<file path="config.mk">
export PLATFORM = sky130hd
export DESIGN_NAME = sysbus_arbiter_flat
export DESIGN_NICKNAME = d
export VERILOG_FILES = /design/src/rtl/sysbus_pkg.sv /design/src/rtl/sysbus_arbiter_if.sv /design/src/rtl/sysbus_rr_arbiter.sv /design/src/rtl/sysbus_arbiter.sv /design/src/flat_wrapper.sv
export SDC_FILE = /design/constraint.sdc
export NUM_CORES = 1
export LEC_CHECK = 0
export ABC_CLOCK_PERIOD_IN_PS = 41500
export CAP_MARGIN = 20
export CORE_AREA = 2 2 325 327
export DETAILED_ROUTE_END_ITERATION = 10
export DIE_AREA = 0 0 327 329
export GPL_TIMING_DRIVEN = 0
export HOLD_SLACK_MARGIN = 0.02
export PLACE_DENSITY_LB_ADDON = 0.25
export SYNTH_ARGS = -nofsm -noshare
export SYNTH_HDL_FRONTEND = slang
export SYNTH_HIERARCHICAL = 1
export SYNTH_SLANG_ARGS = --single-unit
</file>
<file path="constraint.sdc">
create_clock -name clk -period 41.5 [get_ports clk]
set_clock_uncertainty 0.15 [all_clocks]
set_input_delay 10.375 -clock clk [delete_from_list [all_inputs] [get_ports clk]]
set_output_delay 10.375 -clock clk [all_outputs]
set_load 0.05 [all_outputs]
</file>
<file path="src/rtl/sysbus_pkg.sv">
// sysbus_pkg: shared state encoding, default widths and index helper for the system bus arbiter
package sysbus_pkg;

    typedef enum logic [1:0] {IDLE, MEM, RESP} state_t;

    localparam int DEF_WIDTH = 128;
    localparam int DEF_ADDR_WIDTH = 32;

    function automatic int unsigned oh2idx(input logic [31:0] oh);
        int unsigned r;
        r = 0;
        for (int i = 0; i < 32; i++)
            if (oh[i]) r = i;
        return r;
    endfunction

endpackage

</file>
<file path="src/rtl/sysbus_arbiter_if.sv">
// sysbus_arbiter_if: cache-side request/invalidate ports plus the shared memory port
interface sysbus_arbiter_if
    import sysbus_pkg::*;
#(
    parameter int NUM_MASTERS = 2,
    parameter int WIDTH = DEF_WIDTH,
    parameter int ADDR_WIDTH = DEF_ADDR_WIDTH,
    localparam int MASKW = WIDTH / 8
);

    logic [NUM_MASTERS-1:0]            m_rw_valid;
    logic [NUM_MASTERS*ADDR_WIDTH-1:0] m_rw_addr;
    logic [NUM_MASTERS-1:0]            m_rw_we;
    logic [NUM_MASTERS*MASKW-1:0]      m_w_mask;
    logic [NUM_MASTERS*WIDTH-1:0]      m_w_data;
    logic [NUM_MASTERS-1:0]            m_w_ce;
    logic [NUM_MASTERS-1:0]            m_rw_ready;
    logic [WIDTH-1:0]                  m_r_data;
    logic [NUM_MASTERS-1:0]            m_inv_valid;
    logic [ADDR_WIDTH-1:0]             m_inv_addr;
    logic [NUM_MASTERS-1:0]            m_inv_ready;
    logic                              mem_valid;
    logic [ADDR_WIDTH-1:0]             mem_addr;
    logic                              mem_we;
    logic [MASKW-1:0]                  mem_mask;
    logic [WIDTH-1:0]                  mem_wdata;
    logic                              mem_ce;
    logic                              mem_ready;
    logic [WIDTH-1:0]                  mem_rdata;

    modport slave (
        input  m_rw_valid, m_rw_addr, m_rw_we, m_w_mask, m_w_data, m_w_ce, m_inv_ready,
        input  mem_ready, mem_rdata,
        output m_rw_ready, m_r_data, m_inv_valid, m_inv_addr,
        output mem_valid, mem_addr, mem_we, mem_mask, mem_wdata, mem_ce
    );

    modport master (
        output m_rw_valid, m_rw_addr, m_rw_we, m_w_mask, m_w_data, m_w_ce, m_inv_ready,
        output mem_ready, mem_rdata,
        input  m_rw_ready, m_r_data, m_inv_valid, m_inv_addr,
        input  mem_valid, mem_addr, mem_we, mem_mask, mem_wdata, mem_ce
    );

endinterface

</file>
<file path="src/rtl/sysbus_rr_arbiter.sv">
// sysbus_rr_arbiter: picks one requester; round-robin under SYSBUS_RR_ARB_EN, else lowest index wins
module sysbus_rr_arbiter
    import sysbus_pkg::*;
#(
    parameter int N = 2,
    localparam int IW = N > 1 ? $clog2(N) : 1
) (
`ifdef SYSBUS_RR_ARB_EN
    input  logic          clk,
    input  logic          rst,
    input  logic          adv,
`endif
    input  logic [N-1:0]  req,
    output logic [N-1:0]  gnt,
    output logic [IW-1:0] idx
);

`ifdef SYSBUS_RR_ARB_EN
    logic [IW-1:0] ptr_q, ptr_d;

    // walk from furthest to nearest so the requester closest to the pointer wins
    always_comb begin
        gnt = '0;
        for (int i = N - 1; i >= 0; i--)
            if (req[(int'(ptr_q) + i) % N]) begin
                gnt = '0;
                gnt[(int'(ptr_q) + i) % N] = 1'b1;
            end
    end

    assign idx = IW'(oh2idx(32'(gnt)));
    assign ptr_d = adv ? IW'((int'(idx) + 1) % N) : ptr_q;

    always_ff @(posedge clk or posedge rst)
        if (rst) ptr_q <= '0;
        else     ptr_q <= ptr_d;
`else
    assign gnt = req & (-req);
    assign idx = IW'(oh2idx(32'(gnt)));
`endif

endmodule

</file>
<file path="src/rtl/sysbus_arbiter.sv">
// sysbus_arbiter: serialises cache refills/write-throughs onto one memory port and broadcasts write invalidates; SYSBUS_RR_ARB_EN selects round-robin arbitration
module sysbus_arbiter
    import sysbus_pkg::*;
#(
    parameter int NUM_MASTERS = 2,
    parameter int WIDTH = DEF_WIDTH,
    parameter int ADDR_WIDTH = DEF_ADDR_WIDTH,
    localparam int MASKW = WIDTH / 8,
    localparam int IW = NUM_MASTERS > 1 ? $clog2(NUM_MASTERS) : 1
) (
    input logic             clk,
    input logic             rst,
    sysbus_arbiter_if.slave bus
);

    state_t                  state_q, state_d;
    logic [NUM_MASTERS-1:0]  grant_q, grant_d, ready_q, ready_d, inv_pend_q, inv_pend_d;
    logic [NUM_MASTERS-1:0]  req, gnt;
    logic [IW-1:0]           idx;
    logic [ADDR_WIDTH-1:0]   addr_q, addr_d, inv_addr_q, inv_addr_d;
    logic                    we_q, we_d, ce_q, ce_d, valid_q, valid_d;
    logic [MASKW-1:0]        mask_q, mask_d;
    logic [WIDTH-1:0]        wdata_q, wdata_d, rdata_q, rdata_d;

    // a write waits until every invalidate of the previous write is acked; reads never wait
    assign req = bus.m_rw_valid & ~(bus.m_rw_we & {NUM_MASTERS{|inv_pend_q}});

    sysbus_rr_arbiter #(.N(NUM_MASTERS)) u_arb (
`ifdef SYSBUS_RR_ARB_EN
        .clk(clk),
        .rst(rst),
        .adv(state_q == IDLE && |req),
`endif
        .req(req),
        .gnt(gnt),
        .idx(idx)
    );

    always_comb begin
        state_d    = state_q;
        grant_d    = grant_q;
        addr_d     = addr_q;
        we_d       = we_q;
        mask_d     = mask_q;
        wdata_d    = wdata_q;
        ce_d       = ce_q;
        valid_d    = valid_q;
        rdata_d    = rdata_q;
        inv_addr_d = inv_addr_q;
        ready_d    = '0;
        inv_pend_d = inv_pend_q & ~bus.m_inv_ready;
        case (state_q)
            IDLE: if (|req) begin
                state_d = MEM;
                grant_d = gnt;
                addr_d  = bus.m_rw_addr[int'(idx)*ADDR_WIDTH +: ADDR_WIDTH];
                we_d    = bus.m_rw_we[idx];
                mask_d  = bus.m_w_mask[int'(idx)*MASKW +: MASKW];
                wdata_d = bus.m_w_data[int'(idx)*WIDTH +: WIDTH];
                ce_d    = bus.m_w_ce[idx];
                valid_d = 1'b1;
            end
            MEM: if (bus.mem_ready) begin
                state_d = RESP;
                valid_d = 1'b0;
                rdata_d = bus.mem_rdata;
                ready_d = grant_q;
                if (we_q) begin
                    inv_pend_d = ~grant_q;
                    inv_addr_d = addr_q;
                end
            end
            default: state_d = IDLE;
        endcase
    end

    always_ff @(posedge clk or posedge rst) begin
        if (rst) begin
            state_q    <= IDLE;
            grant_q    <= '0;
            addr_q     <= '0;
            we_q       <= 1'b0;
            mask_q     <= '0;
            wdata_q    <= '0;
            ce_q       <= 1'b0;
            valid_q    <= 1'b0;
            rdata_q    <= '0;
            ready_q    <= '0;
            inv_pend_q <= '0;
            inv_addr_q <= '0;
        end else begin
            state_q    <= state_d;
            grant_q    <= grant_d;
            addr_q     <= addr_d;
            we_q       <= we_d;
            mask_q     <= mask_d;
            wdata_q    <= wdata_d;
            ce_q       <= ce_d;
            valid_q    <= valid_d;
            rdata_q    <= rdata_d;
            ready_q    <= ready_d;
            inv_pend_q <= inv_pend_d;
            inv_addr_q <= inv_addr_d;
        end
    end

    assign bus.m_rw_ready  = ready_q;
    assign bus.m_r_data    = rdata_q;
    assign bus.m_inv_valid = inv_pend_q;
    assign bus.m_inv_addr  = inv_addr_q;
    assign bus.mem_valid   = valid_q;
    assign bus.mem_addr    = addr_q;
    assign bus.mem_we      = we_q;
    assign bus.mem_mask    = mask_q;
    assign bus.mem_wdata   = wdata_q;
    assign bus.mem_ce      = ce_q;

endmodule

</file>
<file path="src/flat_wrapper.sv">
// flat-port wrapper written by rule: the top's interface ports become plain ports
module sysbus_arbiter_flat import sysbus_pkg::*;
#(
    parameter int NUM_MASTERS = 2,
    parameter int WIDTH = DEF_WIDTH,
    parameter int ADDR_WIDTH = DEF_ADDR_WIDTH,
    localparam int MASKW = WIDTH / 8,
    localparam int IW = NUM_MASTERS > 1 ? $clog2(NUM_MASTERS) : 1
)
  (clk, rst, bus_m_rw_valid, bus_m_rw_addr, bus_m_rw_we, bus_m_w_mask, bus_m_w_data, bus_m_w_ce, bus_m_inv_ready, bus_mem_ready, bus_mem_rdata, bus_m_rw_ready, bus_m_r_data, bus_m_inv_valid, bus_m_inv_addr, bus_mem_valid, bus_mem_addr, bus_mem_we, bus_mem_mask, bus_mem_wdata, bus_mem_ce);
  sysbus_arbiter_if #(.NUM_MASTERS(NUM_MASTERS), .WIDTH(WIDTH), .ADDR_WIDTH(ADDR_WIDTH)) bus_i ();
  input logic clk;
  input logic rst;
  input wire logic [$bits(bus_i.m_rw_valid)-1:0] bus_m_rw_valid;
  input wire logic [$bits(bus_i.m_rw_addr)-1:0] bus_m_rw_addr;
  input wire logic [$bits(bus_i.m_rw_we)-1:0] bus_m_rw_we;
  input wire logic [$bits(bus_i.m_w_mask)-1:0] bus_m_w_mask;
  input wire logic [$bits(bus_i.m_w_data)-1:0] bus_m_w_data;
  input wire logic [$bits(bus_i.m_w_ce)-1:0] bus_m_w_ce;
  input wire logic [$bits(bus_i.m_inv_ready)-1:0] bus_m_inv_ready;
  input wire logic [$bits(bus_i.mem_ready)-1:0] bus_mem_ready;
  input wire logic [$bits(bus_i.mem_rdata)-1:0] bus_mem_rdata;
  output wire logic [$bits(bus_i.m_rw_ready)-1:0] bus_m_rw_ready;
  output wire logic [$bits(bus_i.m_r_data)-1:0] bus_m_r_data;
  output wire logic [$bits(bus_i.m_inv_valid)-1:0] bus_m_inv_valid;
  output wire logic [$bits(bus_i.m_inv_addr)-1:0] bus_m_inv_addr;
  output wire logic [$bits(bus_i.mem_valid)-1:0] bus_mem_valid;
  output wire logic [$bits(bus_i.mem_addr)-1:0] bus_mem_addr;
  output wire logic [$bits(bus_i.mem_we)-1:0] bus_mem_we;
  output wire logic [$bits(bus_i.mem_mask)-1:0] bus_mem_mask;
  output wire logic [$bits(bus_i.mem_wdata)-1:0] bus_mem_wdata;
  output wire logic [$bits(bus_i.mem_ce)-1:0] bus_mem_ce;
  assign bus_i.m_rw_valid = bus_m_rw_valid;
  assign bus_i.m_rw_addr = bus_m_rw_addr;
  assign bus_i.m_rw_we = bus_m_rw_we;
  assign bus_i.m_w_mask = bus_m_w_mask;
  assign bus_i.m_w_data = bus_m_w_data;
  assign bus_i.m_w_ce = bus_m_w_ce;
  assign bus_i.m_inv_ready = bus_m_inv_ready;
  assign bus_i.mem_ready = bus_mem_ready;
  assign bus_i.mem_rdata = bus_mem_rdata;
  assign bus_m_rw_ready = bus_i.m_rw_ready;
  assign bus_m_r_data = bus_i.m_r_data;
  assign bus_m_inv_valid = bus_i.m_inv_valid;
  assign bus_m_inv_addr = bus_i.m_inv_addr;
  assign bus_mem_valid = bus_i.mem_valid;
  assign bus_mem_addr = bus_i.mem_addr;
  assign bus_mem_we = bus_i.mem_we;
  assign bus_mem_mask = bus_i.mem_mask;
  assign bus_mem_wdata = bus_i.mem_wdata;
  assign bus_mem_ce = bus_i.mem_ce;
  sysbus_arbiter #(.NUM_MASTERS(NUM_MASTERS), .WIDTH(WIDTH), .ADDR_WIDTH(ADDR_WIDTH)) u_core (.clk(clk), .rst(rst), .bus(bus_i));
endmodule
</file>
# After elaboration in Yosys (flattened, before gate mapping)
# Cells that the tools add are included.
dict set report classes {
  shift 3
  order_cmp 1
  n_eq_ne 3
  n_addsub 1
  mux 16
  n_reduce_logical 9
  n_bitwise 7
}
# operator n
set op_table {}
lappend op_table {{$shiftx 256x9->128} 1}
lappend op_table {{$shiftx 64x7->32} 1}
lappend op_table {{$shiftx 32x6->16} 1}
lappend op_table {{$mux 2} 7}
lappend op_table {{$and 2x2->2} 4}
lappend op_table {{$mux 1} 7}
lappend op_table {{$not 2->2} 3}
lappend op_table {{$reduce_and 2->1} 3}
lappend op_table {{$reduce_and 3->1} 2}
lappend op_table {{$pmux 2 s2} 1}
lappend op_table {{$reduce_or 2->1} 2}
lappend op_table {{$eq 2x1->1 const B} 1}
lappend op_table {{$logic_not 2->1} 1}
lappend op_table {{$lt 1x2->1 const B} 1}
lappend op_table {{$ne 2x1->1 const B} 1}
lappend op_table {{$ne 2x2->1 const B} 1}
lappend op_table {{$neg 2->2} 1}
lappend op_table {{$pmux 1 s2} 1}
lappend op_table {{$reduce_bool 2->1} 1}
dict set report word_totals {
  inputBits 491
  register_bits 347
}

# Depth between registers and ports, before layout
dict set report depth {
  depth_word 9
  ltp_mapped 8
  ltp_nobuf 5
}

# Modules after synthesis
# The synthesis kept the hierarchy.
# module area_per_inst_um2 instances cells_each
set by_module_without_submodules {}
lappend by_module_without_submodules {sysbus_arbiter 15336.0 1 1214}
lappend by_module_without_submodules {sysbus_rr_arbiter 28.8 1 3}

# Worst setup path before layout
# No wires, ideal clock.
dict set report synth_path {
  path_type {input port to flip-flop}
  startpoint {input port bus_m_rw_valid[0]}
  endpoint {register u_core.wdata_q[10] (netlist: u_core/bus.mem_wdata[10])}
  stages 7
  slack_ps 29040
  setup_ps 125
  t_arrival_ps 12185
  n_path_buf 3
  t_required_ps 41225
  cell_sequence {a21boi_0 -> nor2b_4 -> clkbuf_1 -> clkbuf_1 -> buf_1 -> mux2_2 -> mux2_4}
}
dict set report synth_via {
  elab_chain_len 5
}
# item line_no
set synth_lines {}
lappend synth_lines {{start, declared} flat_wrapper.sv:14} ;# input wire logic [$bits(bus_i.m_rw_valid)-1:0] bus_m_rw_valid;
lappend synth_lines {{$and 2x2->2} sysbus_arbiter.sv:26} ;# assign req = bus.m_rw_valid & ~(bus.m_rw_we & {NUM_MASTERS{|inv_pend_q}});
lappend synth_lines {{$neg 2->2} sysbus_rr_arbiter.sv:38} ;# assign gnt = req & (-req);
lappend synth_lines {{$and 2x2->2} sysbus_rr_arbiter.sv:38}
lappend synth_lines {{$mux 1} sysbus_pkg.sv:13} ;# if (oh[i]) r = i;
lappend synth_lines {{via u_core.idx} sysbus_arbiter.sv:19} ;# logic [IW-1:0] idx;
lappend synth_lines {{$shiftx 256x9->128} sysbus_arbiter.sv:59} ;# wdata_d = bus.m_w_data[int'(idx)*WIDTH +: WIDTH];
lappend synth_lines {{end signal, assigned} sysbus_arbiter.sv:97} ;# wdata_q <= wdata_d;
lappend synth_lines {{end, declared} sysbus_arbiter.sv:23} ;# logic [WIDTH-1:0] wdata_q, wdata_d, rdata_q, rdata_d;
# The timed path passes the listed nets, and every way through them passes these cells.
# A chain may end at the register's enable or synchronous reset.

# Worst setup path in the final report
dict set report layout_path {
  startpoint {input port bus_m_rw_valid[1]}
  endpoint {register u_core.wdata_q[92] (netlist: u_core/bus.mem_wdata[92])}
}
dict set report layout_via {
  elab_chain_len 5
}
# item line_no
set layout_lines {}
lappend layout_lines {{$and 2x2->2 (*)} sysbus_arbiter.sv:26}
lappend layout_lines {{via u_core.req[1]} sysbus_arbiter.sv:18} ;# logic [NUM_MASTERS-1:0] req, gnt;
lappend layout_lines {{$neg 2->2} sysbus_rr_arbiter.sv:38}
lappend layout_lines {{$and 2x2->2 (*)} sysbus_rr_arbiter.sv:38}
lappend layout_lines {{$mux 1 (*)} sysbus_pkg.sv:13}
lappend layout_lines {{via u_core.idx} sysbus_arbiter.sv:19}
lappend layout_lines {{$shiftx 256x9->128 (*)} sysbus_arbiter.sv:59}
# Mark *: on every way through the listed nets, which the timed path passes. The rest lies on a longest branch.

==> flow_summary.json <==
{
  "run_status": "finished clean",
  "holdWs_ns": 0.300,
  "setup_total_negative_slack_ns": 0,
  "finalSetupViolCount": 0,
  "crit_path_end_kind": "flip-flop",
  "fin_crit_sh_pct": 32.7,
  "timing_max_transition_violations_final": 0,
  "postSynthRegisterBits": 347,
  "first_global_vias": 13700,
  "clock_root_buffer": "sky130_fd_sc_hd__clkbuf_16",
  "antenna_violations_before_repair": 3,
  "num_io_pins": 834,
  "design.final.nets": 2591,
  "synthDistinctLibCells": 24,
  "worst_path_max_delay_cell": "sky130_fd_sc_hd__clkbuf_1",
  "synthFlopType": "sky130_fd_sc_hd__dfrtp_1",
  "synth-async-reset-ratio_pct": 100,
  "crit_path_launch_type": "primary input",
  "design.die.area_sq_um": 108000,
  "core.rowCount": 119,
  "power_leakage_uw": 0.0114,
  "core_area_sq_um": 104000,
  "netlist.top_cell.by_area": "sky130_fd_sc_hd__dfrtp_1",
  "critical_path_class": "in -> reg",
  "postCtsSetupBuffers": 0,
  "ys_top_cells_by_count": "sky130_fd_sc_hd__nand2_1, sky130_fd_sc_hd__dfrtp_1, sky130_fd_sc_hd__mux2_2",
  "portBuffers": 833,
  "worst_path_buffer_plus_inverter_count": 6,
  "vdd_ir_drop_max_v": 0.0000496,
  "cpMostUsedCell": "sky130_fd_sc_hd__clkbuf_1",
  "clock_latency_ns": 0.59,
  "hold_viol": 0,
  "power.total_uw": 2470,
  "worst-endpoint-arrival_ns": 13.90,
  "worst_slew_margin_rel_pct": 35.2,
  "vias": 12400,
  "post_cts.resized_instances": 0,
  "path_clk_slew_ns": 0.06,
  "die_x_um": 327,
  "netlist_instances": 1217,
  "first_iter_violations": 375,
  "gp_congestion": 0.860,
  "hpwlAfterDp_mm": 54.4,
  "clock_sinks": 347,
  "routed_wire_length_per_instance_um": 19.1,
  "synth_nets": 1708,
  "fill_cells": 10900,
  "power_density_nw_per_um2": 91.7,
  "drtPass1Iterations": 5,
  "grt.overflow.total": 0,
  "finalWorstPathRequiredPeriod_ns": 13.59,
  "critical-path-max-stage-delay_ns": 0.63,
  "post_synth_main_area_contributors": "sky130_fd_sc_hd__dfrtp_1, sky130_fd_sc_hd__mux2_2, sky130_fd_sc_hd__nand2_1",
  "drt.antenna.violating_nets": 0,
  "tightest_slew_ns": 0.972,
  "max_capacitance_violation_count": 0,
  "crit_required_ns": 41.81,
  "crit_path_max_fanout": 10,
  "worstPathCellList": "clkdlybuf4s50_1 -> inv_1 -> a21oi_1 -> nor2b_4 -> clkbuf_1 -> clkbuf_1 -> buf_1 -> buf_8 -> mux2_2 -> mux2_4",
  "global_route_wire_length_before_repair_mm": 94.6,
  "max_freq_ghz": 0.0736,
  "layout.core_utilization_pct": 25.9,
  "rsz0062_at_grt": "no",
  "clk_buf_depth": 3,
  "detail_route.drc_violations": 0,
  "synth.yosys.seq_area_share_pct": 56.5,
  "cpLargestDelayFamily": "buffers and inverters",
  "start_util_pct": 14.7,
  "postSynthAreaPerCell_sq_um": 12.6,
  "ys.warnings.count": 6,
  "drive_gt1_share_pct": 22.9,
  "synth_largest_type_area_fraction_pct": 56.5,
  "grt_max_degree": 106,
  "grt_usage_pct": 12.0,
  "synth-edff-count": 0,
  "cts-htree-levels": 2,
  "mappedNetlistArea_sq_um": 15400,
  "yosysMostFrequentCell": "sky130_fd_sc_hd__nand2_1",
  "area.growth.synth_to_final_pct": 75.6,
  "hold_class": "reg -> reg",
  "cts_hold_buf": 0,
  "clock_tree_from_tritoncts": "built",
  "route.detailed.vias_per_inst": 3.53,
  "chipHeight_um": 329,
  "totalWireLength_mm": 67.3,
  "cts_made_buffers": 44
}
==> where the power goes <==
group / total, uW / internal (uW) / switching, uW
registers: 611 / 510 / 101
logic: 1480 / 554 / 923
clock network: 385 / 230 / 154
==> worst reg2reg max path, stage by stage, from the launching register on <==
cell and delay, ns:
sky130_fd_sc_hd__dfrtp_1 0.41, sky130_fd_sc_hd__or2_1 0.27, sky130_fd_sc_hd__a21oi_1 0.15, sky130_fd_sc_hd__nor2b_4 0.16, sky130_fd_sc_hd__clkbuf_1 0.62, sky130_fd_sc_hd__clkbuf_1 0.65, sky130_fd_sc_hd__buf_1 0.43, sky130_fd_sc_hd__buf_8 0.22
sky130_fd_sc_hd__mux2_2 0.49, sky130_fd_sc_hd__mux2_4 0.31
==> per-stage QoR <==
stage	cell area (sq um)	instances	setup WS (ns)
after detailed placement	25500	3445	27.14
after global placement	25400	3441	15.98
after global routing	27000	3520	27.65
after CTS	27000	3519	27.79
final	27000	3520	27.91
after floorplan	15400	1217	21.35
==> flip-flops by register name, indices dropped and copies added, names as in the netlist <==
register,cells
u_core/bus.mem_we,1
u_core/bus.m_inv_valid,2
u_core/bus.mem_mask,16
u_core/state_q,2
u_core/bus.m_rw_ready,2
u_core/bus.mem_ce,1
u_core/bus.mem_valid,1
u_core/bus.m_inv_addr,32
u_core/bus.mem_addr,32
u_core/bus.m_r_data,128
u_core/bus.mem_wdata,128
u_core/grant_q,2
==> path summary, 6_finish.rpt <==
kind | end | startpoint | slack [ns] | cells after the start
worst max-delay path | u_core/bus.mem_wdata[92]$_DFFE_PP0P_ | bus_m_rw_valid[1] | 27.91 | 10
worst min-delay path | u_core/state_q[0]$_DFFE_PP0P_ | u_core/state_q[1]$_DFFE_PP0P_ | 0.30 | 1
worst max register to register | u_core/bus.mem_wdata[92]$_DFFE_PP0P_ | u_core/bus.m_inv_valid[0]$_DFF_PP0_ | 37.53 | 9
worst min register to register | u_core/state_q[0]$_DFFE_PP0P_ | u_core/state_q[1]$_DFFE_PP0P_ | 0.30 | 1
max in group asynchronous | u_core/bus.mem_wdata[120]$_DFFE_PP0P_ | rst | 29.68 | 4
min in group asynchronous | u_core/bus.m_r_data[50]$_DFFE_PP0P_ | rst | 10.07 | 2
==> layer usage <==
metal / vias up / track usage [%] / wire length (um)
met1: 6044 / 13.6 / 25900
li1: 5823 / - / -
met5: - / 0 / 13
met3: 100 / 3.90 / 5230
met2: 473 / 20.8 / 33900
met4: 2 / 4.74 / 2300
==> cell families after synthesis <==
kind of cell / count (synthesis) / share of synthesized area, %
buffers and inverters: 76 / 2.48
DFF: 347 / 56.5
AOI/OAI and AO/OA: 5 / 0.220
muxes: 391 / 30.8
and+or+nand+nor: 398 / 9.96
==> cells in the final DEF (no fill, tap or decap), types with 2 or more instances in the layout <==
cell type | Yosys | final
sky130_fd_sc_hd__mux2_4 | 89 | 89
sky130_fd_sc_hd__clkbuf_8 | 0 | 12
sky130_fd_sc_hd__clkdlybuf4s50_1 | 0 | 833
sky130_fd_sc_hd__clkbuf_1 | 42 | 47
sky130_fd_sc_hd__nand2_1 | 387 | 387
sky130_fd_sc_hd__mux2_2 | 301 | 301
sky130_fd_sc_hd__dfrtp_1 | 347 | 347
sky130_fd_sc_hd__buf_16 | 0 | 3
sky130_fd_sc_hd__buf_6 | 10 | 10
sky130_fd_sc_hd__o21ai_0 | 2 | 2
sky130_fd_sc_hd__buf_4 | 2 | 2
sky130_fd_sc_hd__inv_6 | 0 | 2
sky130_fd_sc_hd__clkbuf_16 | 0 | 45
sky130_fd_sc_hd__and2_1 | 2 | 2
sky130_fd_sc_hd__buf_1 | 8 | 8
sky130_fd_sc_hd__clkinv_2 | 0 | 7
sky130_fd_sc_hd__bufinv_16 | 0 | 2
sky130_fd_sc_hd__nand3b_1 | 3 | 3
sky130_fd_sc_hd__buf_2 | 11 | 11
==> layout make-up <==
cell class                 instances  area, sq um  area share, %
inverter                           3         18.8         0.0696
buffer                            73          370           1.37
clock inverter                    12          120          0.445
clock buffer                      62         1310           4.86
tap                             1391         1740           6.45
sequential                       347         8680           32.2
multi-input combinational        794         6300           23.3
antenna                            1         2.50        0.00927
timing repair buffer             837         8440           31.3
(Power assumes the default switching activity.)
==> RTL change 1: new RTL, same flow settings <==
`DEF_WIDTH`: 128 -> 64.
--- a/src/rtl/sysbus_pkg.sv
+++ b/src/rtl/sysbus_pkg.sv
@@ -4,5 +4,5 @@
     typedef enum logic [1:0] {IDLE, MEM, RESP} state_t;
 
-    localparam int DEF_WIDTH = 128;
+    localparam int DEF_WIDTH = 64;
     localparam int DEF_ADDR_WIDTH = 32;
 
Interface: changed (6 resized); port bits go from 834 to 490. No check against the original RTL was run, so the function may have changed too.
==> RTL change 1 against the original RTL <==
- total power is 40% lower
- setup slack better by 160 ps
- sequential cell count is 136 lower
- routed wire length is 45% lower
- global-route usage is 5.3 points lower
- highest routed layer is now met4
- critical path type unchanged
- synthesized area is 40% lower
- design area is 38% lower
==> RTL change 1: results (changes against the original RTL) <==
| Metric | Value |
|---|---|
| N_diodes | `0 (-1)` |
| Layout cells sized above 1 | `24.4% (+1.5 points)` |
| DR iter-0 viols | `152 (-59%)` |
| CTS Buf Count | `30 (-32%)` |
| Leak Pwr | `6.66 nW (-42%)` |
| Crit path from | `bus_m_rw_we[0]` |
| Tightest Pin Transition | `892 ps (-80.0 ps)` |
| Met3 wire length | `3.13 mm (-40%)` |
| Post-detailed-route wirelength per cell | `14.1 um (-26%)` |
| Met1 global-route usage | `7.61% (-6.0 points)` |
| Reg2reg setup slack | `37,750 ps (+220 ps)` |
| Sequential-to-total area share from yosys stat | `57.7% (+1.2 points)` |
| DR vias/cell | `2.75 (-22%)` |
| Hold_ws | `298 ps (-1.58 ps)` |
| VDD IR max | `0.0376 mV (-24%)` |
| Global-route wire length before repair | `54.2 mm (-43%)` |
| Outcome | `finished, final reports clean` |
| Commonest cells post-synth | `mux2_2 (237), dfrtp_1 (211), nand2_1 (195)` |
| Vias in the first global route | `7,987 (-42%)` |
| Fillers | `11,600 (+5.8%)` |
| Synth-to-layout area growth | `84.2%` |
| Critical Path AT | `13,730 ps (-170 ps)` |
| Switching portion of total power | `46.8% (-0.80 points)` |
| Final wirelength | `37.3 mm (-45%)` |
| TritonRoute pass-1 iters | `4 (-1)` |
| IO buf count | `489 (-41%)` |
| Metal-1 WL | `14.4 mm (-44%)` |
| Total Power | `1.49 mW (-40%)` |
| Largest net degree at the start of global routing | `109 (+2.8%)` |
| Placed inst area | `15,800 um^2 (-38%)` |
| Post-synthesis mux area share | `30.8% (-0.052 points)` |
RTL change 1: cell types whose count changed in the layout (fill, tap and decap cells not counted), moves of 3 or more:
cell / change
clkdlybuf4s50_1: -344
clkbuf_16: -14
dfrtp_1: -136
buf_6: -8
mux2_4: -80
clkinv_2: -6
clkbuf_8: -8
buf_1: -3
mux2_2: -64
clkbuf_1: -16
nand2_1: -192
RTL change 1: worst max path at each step:
stage                                     to  slack, ps  cells after the start
finish               u_core/bus.mem_wdata[6]      28070                      9
global route         u_core/bus.mem_wdata[6]      27730                      9
CTS                  u_core/bus.mem_wdata[6]      27800                      9
detailed placement  u_core/bus.mem_wdata[10]      27150                      9
global placement      u_core/bus.m_r_data[2]      21390                      2
floorplan           u_core/bus.m_inv_addr[0]      25210                      1
RTL change 1: cell type report:
type	count	share of cell area [%]
Multi-Input combinational cell	458	21.7
Timing Repair Buffer	492	29.4
Tap cell	1391	10.3
Inverter	3	0.111
Clock inverter	7	0.839
Buffer	43	1.17
Clock buffer	42	5.09
Sequential cell	211	31.3
==> RTL change 2: new RTL, same settings <==
Without the edit above. `inv_addr_q` no longer has a reset.
--- a/src/rtl/sysbus_arbiter.sv
+++ b/src/rtl/sysbus_arbiter.sv
@@ -88,5 +88,4 @@
             ready_q    <= '0;
             inv_pend_q <= '0;
-            inv_addr_q <= '0;
         end else begin
             state_q    <= state_d;
@@ -101,6 +100,9 @@
             ready_q    <= ready_d;
             inv_pend_q <= inv_pend_d;
-            inv_addr_q <= inv_addr_d;
         end
+    end
+
+    always_ff @(posedge clk) begin
+        inv_addr_q <= inv_addr_d;
     end
 
Check against the original RTL: not settled (the Yosys comparison gave no result); the edit may change what the design does.
==> RTL change 2 against the original RTL <==
- design area down 0.61%
- critical endpoint is now u_core/bus.mem_wdata[19]
- routed wire length about the same
- global-route usage about the same
- synthesized cell count down 2.8%
- total power down 3.4%
- highest routed layer unchanged
- setup slack better by 280 ps
- synthesized area down 1.4%
- sequential cell count unchanged
==> RTL change 2: results (changes against the original RTL) <==
| Metric | Value |
|---|---|
| Post-CTS Setup Inserts | `0 (unchanged)` |
| Via count | `12,300 (-1.2%)` |
| Vias in the first global route | `13,600 (-0.74%)` |
| R2r worst-path depth | `8 (-1)` |
| Ys async rst share | `90.8% (-9.2 points)` |
| Nets | `2,560 (-1.2%)` |
| Worst min path class | `register to register` |
| TritonRoute pass-1 iters | `4 (-1)` |
| Total Power | `2.39 mW (-3.4%)` |
| Non-clk bufs | `909 (-0.11%)` |
| Setup crit end | `u_core/bus.mem_wdata[19]` |
| DR iter-0 viols | `441 (+18%)` |
| Clock transition at path regs | `50 ps` |
| Fmax | `75.1 MHz (+2.1%)` |
| Leak Pwr | `11.2 nW (-1.9%)` |
| Outcome | `finished, final reports clean` |
| Main synth FF type | `dfrtp_1` |
| Dpl ws | `27,510 ps (+366 ps)` |
| Final-layout clock buffer total | `63 (+1.6%)` |
| Worst Hold Path EP | `u_core/state_q[0]` |
| Fraction of area in multi-input gates | `22.1% (-1.2 points)` |
| Final wirelength | `67.3 mm (about the same)` |
| Sequential-to-total area share from yosys stat | `58.3% (+1.8 points)` |
| Routability cong. | `0.898 (+4.5%)` |
| CTS Buf Count | `45 (+2.3%)` |
| Seq/total area | `33.0% (+0.79 points)` |
| N_diodes | `8 (+7)` |
| GRT Overall Usage | `11.9% (-0.045 points)` |
| Overflow after GRT | `0 (unchanged)` |
| Switching portion of total power | `47.2% (-0.39 points)` |
| Yosys cell types | `25 (+4.2%)` |
| Crit path from | `bus_m_rw_we[0]` |
| Dpl cells | `3,413 (-0.93%)` |
| Mapped Cells | `1,183 (-2.8%)` |
| Largest net degree at the start of global routing | `121 (+14%)` |
| Layout clock area frac | `5.37% (+0.065 points)` |
| Final non-clock buffer share | `32.9% (+0.22 points)` |
| Layout cells sized above 1 | `21.8% (-1.1 points)` |
| Antenna violations before repair | `11 (+8)` |
| Signal inverters | `4 (+1)` |
| Hold_ws | `290 ps (-9.90 ps)` |
| VDD IR max | `0.0506 mV (+2.1%)` |
| Syn nets | `1,674 (-2.0%)` |
| Reg power frac | `25.3% (+0.6 points)` |
| EDFF count, synth | `32 (+32)` |
| Slew Limit Headroom | `37.1% (+1.9 points)` |
| #MultiIn Comb | `762 (-4.0%)` |
| Global-route wire length before repair | `94.4 mm (-0.29%)` |
| Placed inst area | `25,400 um^2 (-0.74%)` |
| Fillers | `10,900 (+0.27%)` |
| Seq cells | `347 (unchanged)` |
| Post-Syn Area | `15,200 um^2 (-1.4%)` |
| Sequential cell area | `8840 um^2 (+1.8%)` |
| DP Wirelength | `53.9 mm (-0.91%)` |
| PostCTS Resize Cnt | `0 (unchanged)` |
| Reg2reg setup slack | `37,830 ps (+300 ps)` |
| Post-detailed-route wirelength per cell | `19.2 um (+0.46%)` |
| Synth area leaders | `dfrtp_1 (52%), mux2_2 (20%), nand2_1 (9.6%), mux2_4 (8.8%), edfxtp_1 (6.3%)` |
| Commonest cells post-synth | `nand2_1 (387), dfrtp_1 (315), mux2_2 (269)` |
-- RTL change 2: cell count changes after synthesis, sizes merged --
cell / before / now
edfxtp: 0 / 32
mux2: 390 / 358
inv: 2 / 3
buf: 31 / 30
clkbuf: 42 / 40
dfrtp: 347 / 315
-- RTL change 2: critical path: stages --
cell and delay, ps:
clkdlybuf4s50_1 490, a21boi_0 170, nor2b_4 150, clkbuf_1 440, clkbuf_1 640, clkbuf_1 610, mux2_2 450, mux2_4 280
-- RTL change 2: kinds of logic after synthesis --
kind of cell | after synthesis | synth area share, %
and+or+nand+nor | 398 | 10.1
muxes | 359 | 28.9
buffers and inverters | 74 | 2.47
DFF | 347 | 58.3
AOI/OAI and AO/OA | 5 | 0.223
-- RTL change 2: per-layer routing --
metal  vias up  wire (um)  GRT usage (%)
li1       5735          -              -
met1      5950      25800           13.2
met2       507      34400           21.3
met3       102       4730           3.42
met4         4       2350           5.08
met5         -         24              0
